==> src/rtl/ctr_rr_arbiter.sv <==
// ---------------------------------------------------------------------------
// ctr_rr_arbiter
//
// Round-robin arbiter in front of a shared modulo-MOD counter. One requester
// at a time owns the counter for up to BURST consecutive cycles and may
// increment or clear it. Commands from every other requester are ignored.
//
// Ports
//   clk    in   1     clock, rising edge
//   reset  in   1     asynchronous reset, active-high
//   req    in   NREQ  per-requester ownership request (level)
//   inc    in   NREQ  per-requester increment command (owner's bit only)
//   clr    in   NREQ  per-requester clear command (owner's bit only, wins over inc)
//   gnt    out  NREQ  one-hot grant, registered; zero when idle
//   busy   out  1     OR of gnt
//   out    out  W     shared counter value, registered
//   wrap   out  1     one-cycle pulse when out goes MOD-1 -> 0 by increment
// ---------------------------------------------------------------------------
module ctr_rr_arbiter #(
    parameter int NREQ  = 4,
    parameter int MOD   = 3,
    parameter int W     = 2,
    parameter int BURST = 4
) (
    input  logic            clk,
    input  logic            reset,
    input  logic [NREQ-1:0] req,
    input  logic [NREQ-1:0] inc,
    input  logic [NREQ-1:0] clr,
    output logic [NREQ-1:0] gnt,
    output logic            busy,
    output logic [W-1:0]    out,
    output logic            wrap
);

    localparam int IW = $clog2(NREQ);
    localparam int BW = (BURST > 1) ? $clog2(BURST) : 1;

    localparam logic [W-1:0]    CNT_TOP    = W'(MOD - 1);
    localparam logic [BW-1:0]   BURST_LAST = BW'(BURST - 1);
    localparam logic [IW-1:0]   IDX_LAST   = IW'(NREQ - 1);
    localparam logic [NREQ-1:0] ONE_HOT0   = {{(NREQ-1){1'b0}}, 1'b1};

    typedef enum logic {
        IDLE,
        OWNED
    } state_t;

    state_t        state;
    logic [IW-1:0] ptr;
    logic [IW-1:0] owner;
    logic [BW-1:0] bcnt;

    logic [IW-1:0] owner_next;
    logic [IW-1:0] search_base;
    logic [IW-1:0] pick;
    logic          pick_found;
    logic          release_now;
    logic          owner_inc;
    logic          owner_clr;

    // Arbitration and release decision. When a release happens the pointer
    // becomes owner+1, and the search must use that new pointer on the same
    // edge, so the search base is owner+1 whenever a grant is active.
    always_comb begin
        // NOTE: every signal gets a default before any conditional logic so
        // no path leaves it unassigned and no latch is inferred.
        owner_next  = (owner == IDX_LAST) ? '0 : owner + 1'b1;
        release_now = !req[owner] || (bcnt == BURST_LAST);
        owner_inc   = inc[owner];
        owner_clr   = clr[owner];
        search_base = (state == OWNED) ? owner_next : ptr;
        pick        = '0;
        pick_found  = 1'b0;
        // Walk from the farthest offset down to offset 0 so the nearest
        // requester above the base is the last (and winning) assignment.
        for (int i = NREQ - 1; i >= 0; i--) begin
            if (req[(int'(search_base) + i) % NREQ]) begin
                pick       = IW'((int'(search_base) + i) % NREQ);
                pick_found = 1'b1;
            end
        end
    end

    // NOTE: all state below uses non-blocking assignments so every register
    // samples the pre-edge values of the others, independent of statement order.
    always_ff @(posedge clk or posedge reset) begin
        if (reset) begin
            state <= IDLE;
            ptr   <= '0;
            owner <= '0;
            bcnt  <= '0;
            gnt   <= '0;
            out   <= '0;
            wrap  <= 1'b0;
        end else begin
            wrap <= 1'b0;
            case (state)
                IDLE: begin
                    // Commands are ignored here; out holds.
                    if (pick_found) begin
                        state <= OWNED;
                        owner <= pick;
                        bcnt  <= '0;
                        gnt   <= ONE_HOT0 << pick;
                    end
                end

                OWNED: begin
                    // Owner's command is applied on every owned edge,
                    // including the one on which ownership is released.
                    if (owner_clr) begin
                        out <= '0;
                    end else if (owner_inc) begin
                        if (out == CNT_TOP) begin
                            out  <= '0;
                            wrap <= 1'b1;
                        end else begin
                            out <= out + 1'b1;
                        end
                    end

                    if (release_now) begin
                        ptr  <= owner_next;
                        bcnt <= '0;
                        if (pick_found) begin
                            // Handover (or regrant of a sole requester
                            // that exhausted its burst) with no idle cycle.
                            owner <= pick;
                            gnt   <= ONE_HOT0 << pick;
                        end else begin
                            state <= IDLE;
                            gnt   <= '0;
                        end
                    end else begin
                        bcnt <= bcnt + 1'b1;
                    end
                end

                default: begin
                    state <= IDLE;
                    gnt   <= '0;
                end
            endcase
        end
    end

    assign busy = |gnt;

endmodule

==> config.mk <==
export PLATFORM = sky130hd
export DESIGN_NAME = ctr_rr_arbiter
export DESIGN_NICKNAME = d
export VERILOG_FILES = /design/src/rtl/ctr_rr_arbiter.sv
export SDC_FILE = /design/constraint.sdc
export NUM_CORES = 1
export LEC_CHECK = 0
export BUFFER_PORTS_ARGS = -buffer_cell sky130_fd_sc_hd__buf_2
export CAP_MARGIN = 10
export CORE_UTILIZATION = 54
export DETAILED_ROUTE_END_ITERATION = 6
export PLACE_DENSITY = 0.88
export REMOVE_ABC_BUFFERS = 1
export SLEW_MARGIN = 20
export SYNTH_ARGS = -nofsm -noshare
export SYNTH_HDL_FRONTEND = slang
export SYNTH_SLANG_ARGS = --single-unit
==> constraint.sdc <==
create_clock -name clk -period 5.1 [get_ports clk]
set_clock_uncertainty 0.15 [all_clocks]
set_input_delay 0.255 -clock clk [delete_from_list [all_inputs] [get_ports clk]]
set_output_delay 0.255 -clock clk [all_outputs]
set_load 0.01 [all_outputs]
# Word-level counts from Yosys, hierarchy flattened
# Index checks and enable logic that the tools add are counted.
# totals
register_bits	14
elab_cells	85
# op_classes
n_addsub	6
magnitude_cmp	5
n_eq_ne	5
n_shift	1
n_mux	47
n_bitwise	4
n_reduce_logical	10
# ops
op	count
2-bit two-way mux	13
1-bit two-way mux	20
1-bit binary-select mux with 2-bit select	7
3-bit by 4-bit less-than comparator with 1-bit output (second input constant)	3
4-bit two-way mux	3
2-bit by 1-bit adder with 2-bit output (second input constant)	4
2-bit one-hot mux with 2 select lines	2
4-bit one-hot mux with 2 select lines	1
2-bit == test (second input constant)	3
2-bit by 3-bit less-than comparator with 1-bit output (second input constant)	2
2-bit AND reduction	3
2-bit OR reduction	3
2-bit adder (second input constant)	2
4-bit OR reduction	1
1-bit by 2-bit << shifter with 4-bit output (first input constant)	1
1-bit bitwise AND (first input constant)	3
2-bit by 1-bit inequality test with 1-bit output (second input constant)	1
2-bit inequality test (second input constant)	1
1-bit one-hot mux with 2 select lines	1
2-bit nonzero test	1
1-bit logical NOT	1
1-bit logical OR	1
1-bit inverter	1

# Logic depth before layout (Yosys ltp)
# Gate-level depths: netlist (run 1).
# depth
ltp_word	17
ltp_mapped	6

# Worst setup path after synthesis (run 1)
# No wires, ideal clock.
# synth_timing
path_kind	flip-flop to flip-flop
from	reg owner[0]
to	reg owner[0]
arrival_time_ns	1.594
setup_slack_ns	3.229
stages_incl_launch_ff	6
n_path_buf	0
period_less_slack_ns	1.871
path_cell_list	dfrtp_1 mux4_1 nand2b_2 nor2_4 nor2_4 mux2_1
# synth_between
elab_chain_len	14
# synth_rtl
element	line	rtl
start, declared	51	logic [IW-1:0] owner;
start signal, assigned	103	owner <= pick;
start signal, assigned	129	owner <= pick;
2-bit by 1-bit adder with 2-bit output / 2-bit == test (equally long branches)	68	owner_next = (owner == IDX_LAST) ? '0 : owner + 1'b1;
2-bit two-way mux	68	
2-bit two-way mux	72	search_base = (state == OWNED) ? owner_next : ptr;
2-bit adder	78, 79	
1-bit binary-select mux with 2-bit select	78	if (req[(int'(search_base) + i) % NREQ]) begin
1-bit two-way mux (not written as such) (2 in a row)	78	
2-bit two-way mux / 1-bit two-way mux (equally long branches) (4 in a row)	78	
2-bit two-way mux	101, 126	
2-bit two-way mux	123	if (release_now) begin
2-bit one-hot mux with 2 select lines	98	case (state)
# Parallel ways exist; a longest one is shown, timed or not. The select of a mux whose other input is x is not followed.
# A chain may end at the register's enable or synchronous reset.

# Final worst setup path (run 1)
# layout_timing
from	reg owner[0]
to	reg owner[1]
# layout_between
elab_chain_len	14
# layout_rtl
element	line	rtl
2-bit by 1-bit adder with 2-bit output / 2-bit == test (equally long branches)	68	
2-bit two-way mux *	68	
named net owner_next[1]	54	logic [IW-1:0] owner_next;
2-bit two-way mux *	72	
2-bit adder	78, 79	
1-bit binary-select mux with 2-bit select	78	
1-bit two-way mux (not written as such) (2 in a row)	78	
2-bit two-way mux / 1-bit two-way mux (equally long branches) (4 in a row)	78	
2-bit two-way mux *	101, 126	
2-bit two-way mux	123	
2-bit one-hot mux with 2 select lines *	98	
# Mark *: on every way through the listed nets, which the timed path passes. The rest lies on a longest branch. The select of a mux whose other input is x is not followed.

==> results of run 1 <==
[how the worst max path moves through the flow]
| stage | start | endpoint | slack, ns | depth (start not counted) |
|---|---|---|---|---|
| after floorplan | owner[0] | owner[1] | 3.23 | 6 |
| after global placement | owner[0] | owner[1] | 3.14 | 6 |
| after detailed placement | owner[0] | owner[1] | 3.07 | 6 |
| after CTS | owner[0] | owner[1] | 3.05 | 6 |
| after global routing | owner[0] | owner[1] | 2.93 | 6 |
| final | owner[0] | owner[1] | 3.05 | 6 |
[report_power, final]
part	internal [mW]	switching (mW)
registers	0.153	0.0416
logic	0.149	0.152
clock network	0.0435	0.0395
total	0.345	0.234
[placed cells by master, fill, tap and decap left out, drive strengths merged]
| cell type | netlist | final |
|---|---|---|
| and3 | 1 | 1 |
| inv | 4 | 4 |
| mux4 | 3 | 3 |
| nor2 | 8 | 8 |
| o41ai | 1 | 1 |
| nor3b | 2 | 2 |
| nand2b | 1 | 1 |
| o2111a | 1 | 1 |
| o2111ai | 1 | 1 |
| mux2 | 4 | 4 |
| and2 | 1 | 1 |
| buf | 1 | 21 |
| or4 | 1 | 1 |
| a32o | 2 | 2 |
| nor4 | 1 | 1 |
| nand2 | 5 | 5 |
| a22o | 2 | 2 |
| dfrtp | 14 | 14 |
| o21bai | 1 | 1 |
| mux2i | 2 | 2 |
| a31oi | 1 | 1 |
| o21ai | 3 | 3 |
| ha | 2 | 2 |
| clkbuf | 0 | 4 |
| o31ai | 2 | 2 |
| nand3 | 1 | 1 |
| dlygate4sd3 | 0 | 1 |
| nand3b | 2 | 2 |
| a21oi | 1 | 1 |
[worst min-delay path, stage by stage]
cell and delay, ns:
buf_2 0.13, nor4_4 0.07, inv_1 0.09
[layout make-up]
cell class	count	area [um2]
fill	98	370.4
sequential	14	350.3
inverter	4	15.01
timing repair buffer	22	115.1
clock buffer	4	36.28
tap	15	18.77
multi-input combinational	49	460.4
[registers in the layout, summed over array words and instances (netlist names)]
register and cells:
bcnt 2, gnt 4, out 2, owner 2, ptr 2, state 1, wrap 1
[logic make-up (layout without fill, tap and decap cells)]
kind of cell / Yosys count / after routing
buffers and inverters: 5 / 30
adder cells (fa/ha/maj): 2 / 2
multiplexers: 9 / 9
AO/OA/AOI/OAI: 15 / 15
AND/OR/NAND/NOR: 23 / 23
flip-flops: 14 / 14
[layer usage]
| layer | wire [um] | global-route usage [%] | up-vias | share of wire, % |
|---|---|---|---|---|
| met5 | 0 | 0 | - | 0 |
| met4 | 70 | 14.52 | 0 | 3.9 |
| met3 | 85 | 6.915 | 10 | 4.7 |
| met2 | 938 | 46.88 | 34 | 52 |
| met1 | 707 | 26.19 | 328 | 39 |
| li1 | - | - | 318 | - |
[timing repair]
| item | CTS | global route |
|---|---|---|
| hold endpoints to repair | 14 | 0 |
| buffers inserted | 0 | 0 |
| hold buffers | 1 | 0 |
==> impl_metrics.yaml, run 1 <==
status:
  outcome: "finished, final reports clean"
logic_synthesis:
  synth-xor-area-share_pct: 0
  synth_top_area_share_pct: 41.85
  ys_async_sr_fraction_pct: 100.0
  ys_ff_latch: 14
  synth_common_cells: "dfrtp_1 (14), nor2_1 (6), nand2_1 (5)"
  synthAdderAreaFrac_pct: 2.990
  synth.area.mux_share_pct: 18.68
  synth_edf_count: 0
  ys_seq_area_share_pct: 41.85
  synthSimpleGateAreaFrac_pct: 18.68
  synth_most_common_cell: "dfrtp_1"
  syn_inst: 68
  ys_warn_count: 0
  ys_top_cells_by_area: "dfrtp_1 (42%), mux4_1 (9.4%), ha_1 (3.0%)"
  synth_compound_gate_area_share_pct: 14.65
  syn-cell-area_um2: 837.1
  synth_top_family_by_area: "simple AND/OR/NAND/NOR gates"
  synth_top_cell_by_area: "dfrtp_1"
  ys_types: 32
  synth-main-ff-cell: "dfrtp_1"
  avgSynthCellArea_um2: 12.31
clock_tree:
  cts_resized: 0
  clk_pin_slew_ns: 0.09
  cts_tree: "built"
  cts-root-buf: "clkbuf_4"
  cts_buffer_depth: 2
  clock_sinks: 14
  clk-insertion-delay-late_ns: 0.29
  htreeDepth: 1
  cts_inserted_buffers: 3
placed_design:
  post-place-ws_ns: 3.066
  buffer_ports.inserted: 21
  placed_area_um2: 949.7
  place_hpwl_mm: 1.279
  gp_congestion: 0.7421
  dp.cells: 103
timing:
  period_share_pct: 40.23
  hold_slack_ns: 0.1421
  finalSetupTns_ns: 0
  tightest_slew_ns: 0.5432
  relSlewSlack_pct: 63.75
  fin_ws_ns: 3.048
  rsz0062_at_grt: "false"
  drv_slew: 0
  finalCriticalPeriod_ns: 2.052
  fmax_ghz: 0.4874
  hold_viol: 0
  setup_viol: 0
cells_and_area:
  final_util_pct: 72.89
  area_growth_pct: 18.98
  drive_gt1_share_pct: 37.63
  instances_no_fill: 108
  final_nets: 110
  n_antenna_cell: 0
  finalInstanceArea_um2: 996.0
die:
  fp.coreArea_um2: 1366
  die_x_um: 41.37
  ios: 22
  die_h_um: 41.37
  rows: 13
  start_util_pct: 61.26
  die-area_um2: 1711
global_route:
  antenna_found_initial: 0
  grt_pass1_wl_mm: 2.656
  gr-total-overflow: 0
  grt_pass1_vias: 630
  track_usage_pct: 25.73
  grt_max_degree: 15
pwr:
  power_density_nw_per_um2: 581.4
  p_total_uw: 579.1
  max-vdd-ir-drop_v: 0.0003722
  p_leak_nw: 0.4838
routing:
  route.detailed.drc: 0
  via_count: 690
  ant_nets: 0
  viasPerCell: 6.389
  finalWirelength_mm: 1.802
  dr.pass1.iters: 4
  drtIter0Drc: 26
  wl_per_cell_um: 16.69
setup_path:
  reg2reg_to: "owner[1]"
  crit_family: "flip-flops"
  reg2regPathDepth: 6
  setup.worst_path.start_class: "flip-flop"
  worst-setup-path-type: "reg2reg"
  crit_chain: "ha_1 > mux2i_4 > nor3b_2 > o21bai_1 > and3_1 > mux2_1"
  path_max_fanout: 6
  rr_startpoint: "owner[0]"
  path_buf_inv: 0
  arrival_ns: 2.08
  worstPathRequired_ns: 5.13
  worst_path_max_delay_cell: "dfrtp_1"
  endpoint_kind: "flip-flop"
  r2r_slack_ns: 3.05
  critPathMaxStageDelay_ns: 0.46
hold_path:
  hold_class: "in2reg"
  hold_end: "state"
  hold_start: "req[0]"
  hold_path_depth: 3
flow_run:
  drv_cap: 0
Note: power is estimated with default switching activity, not from simulation.
==> inputs of run 2 (changes only) <==
--- a/config.mk
+++ b/config.mk
@@ -7,9 +7,9 @@
 export LEC_CHECK = 0
 export BUFFER_PORTS_ARGS = -buffer_cell sky130_fd_sc_hd__buf_2
 export CAP_MARGIN = 10
-export CORE_UTILIZATION = 54
+export CORE_UTILIZATION = 50
 export DETAILED_ROUTE_END_ITERATION = 6
-export PLACE_DENSITY = 0.88
+export PLACE_DENSITY = 0.83
 export REMOVE_ABC_BUFFERS = 1
 export SLEW_MARGIN = 20
 export SYNTH_ARGS = -nofsm -noshare
==> constraint.sdc (replaced) <==
create_clock -name clk -period 1.9 [get_ports clk]
set_clock_uncertainty 0.15 [all_clocks]
set_input_delay 0.095 -clock clk [delete_from_list [all_inputs] [get_ports clk]]
set_output_delay 0.095 -clock clk [all_outputs]
set_load 0.01 [all_outputs]
==> run 2 against run 1 <==
- non-clock buffer count is 5 higher
- die area is 7.6% higher
- sequential power grew to 2.6 times the previous value
- largest cell class unchanged
- utilization decreased by 2.7 points
- highest routed layer unchanged
==> impl_metrics.yaml, run 2 (synthesized netlist as in run 1, its figures left out) <==
timing:
  relSlewSlack_pct: 64.01
  tightest_slew_ns: 0.5392
  drv_slew: 0
  finalCriticalPeriod_ns: 1.873
  period_share_pct: 98.56
  rsz0062_at_grt: "true"
  fmax_ghz: 0.5340
  hold_viol: 0
  finalSetupTns_ns: 0
  setup_viol: 0
  hold_slack_ns: 0.04622
global_route:
  met2_usage_pct: 40.61
  gr-usage-met3_pct: 2.553
  antenna_found_initial: 0
  busiest_layer: "met2"
  use_met1_pct: 25.55
  track_usage_pct: 22.43
  gr-total-overflow: 0
  grt_max_degree: 15
  grt_pass1_wl_mm: 2.939
  grt_pass1_vias: 669
flow_run:
  drv_cap: 0
pwr:
  netSwitchingPower_uw: 658.0
  p_leak_nw: 0.5061
  power_frac_seq_pct: 30.0
  p_int_mw: 1.050
  comb_power_share_pct: 56.9
  clkPwrFrac_pct: 13.1
  max-vdd-ir-drop_v: 0.0008995
  power_density_nw_per_um2: 1578
  switching_share_pct: 38.53
  p_total_mw: 1.708
cells_and_area:
  n_antenna_cell: 0
  fill_cells: 114
  area_growth_pct: 29.30
  drive_gt1_share_pct: 50.00
  final_common_cell: "buf_2"
  finalInstanceArea_um2: 1082
  top_register: "gnt"
  final_nets: 115
  final_cell_mix: "buf_2 (21), dfrtp_1 (13), nor2_1 (6), nand2_1 (5)"
  largest_reg_flops: 4
setup_path:
  worst_path_max_delay_cell: "dlygate4sd3_1"
  worstPathRequired_ns: 1.93
  crit_top_cell: "nor2_4"
  critPathMaxStageDelay_ns: 0.53
  worst-setup-path-type: "in2reg"
  path_max_fanout: 4
  endpoint_kind: "flip-flop"
  setup.worst_path.start_class: "primary input"
  crit_chain: "dlygate4sd3_1 > buf_2 > mux4_2 > nand2b_4 > nor2_4 > nor2_4 > mux2_1"
  arrival_ns: 1.90
die:
  die_x_um: 42.92
  die_h_um: 42.92
  die-area_um2: 1842
  ios: 22
  fp.coreArea_um2: 1541
  rows: 14
  start_util_pct: 54.30
placed_design:
  gp_congestion: 0.7786
  place_hpwl_mm: 1.337
  buffer_ports.inserted: 21
  placed_area_um2: 980.9
clock_tree:
  clock_sinks: 14
  cts_inserted_buffers: 3
  clk-insertion-delay-late_ns: 0.29
  cts-root-buf: "clkbuf_4"
  cts_tree: "built"
  clk_pin_slew_ns: 0.09
  cts_setup_buffers: 0
  cts_buffer_depth: 2
  htreeDepth: 1
routing:
  dr.pass1.iters: 4
  wl_per_cell_um: 16.23
  via_count: 675
  finalWirelength_mm: 1.850
  drtIter0Drc: 19
  route.detailed.drc: 0
  ant_nets: 0
  viasPerCell: 5.921
hold_path:
  hold_class: "in2reg"
status:
  outcome: "finished, final reports clean"
-- run 2: path summary, 6_finish.rpt --
kind	to	start	cells past startpoint	slack, ns
max	owner[0]	req[0]	7	0.03
min	state	req[2]	3	0.05
max reg2reg	owner[1]	owner[0]	6	0.03
min reg2reg	gnt[1]	gnt[1]	2	0.36
max in group asynchronous	owner[0]	reset	3	0.98
min in group asynchronous	out[1]	reset	3	0.23
-- run 2: final cells by class --
class                      count  area, um2  share of cell area (%)
timing repair buffer          27      155.1                   14.34
clock buffer                   4      36.28                   3.353
tap                           16      20.02                   1.850
sequential                    14      351.6                   32.49
multi-input combinational     49      504.2                   46.59
inverter                       4      15.01                   1.387
-- run 2: critical path: cells and delay by family --
family | cells | cell delay, ns
buf+inv | 2 | 0.69
mux | 2 | 0.84
simple gates | 3 | 0.28
-- run 2: repair_timing --
item / CTS / global route
gates resized for setup: 5 / 7
setup endpoints to repair: 6 / 6
hold buffers: 2 / 0
pin swaps: 1 / 6
hold endpoints to repair: 15 / 0
-- run 2: power by group through the flow --
stage               Clock, mW  Sequential [mW]  Combinational, mW
floorplan                   0            0.522              0.592
finish                  0.224            0.512              0.972
global route            0.237            0.523               1.06
CTS                     0.228            0.509              0.906
detailed placement          0            0.503              0.861
global placement            0            0.495              0.824
-- run 2: routing by layer --
layer | wire (um) | vias up
met1 | 775 | 330
met2 | 1000 | 16
met3 | 41 | 5
met5 | 0 | -
met4 | 33 | 0
li1 | - | 324
-- run 2: metrics by stage --
step,utilization (%),worst slack (ns),std cells
after global placement,63.64,0.02207,108
final,70.21,0.02734,114
after floorplan,-,0.02544,67
after global routing,70.21,-0.04438,114
after detailed placement,63.64,-0.06133,108
after CTS,68.26,0.002528,114
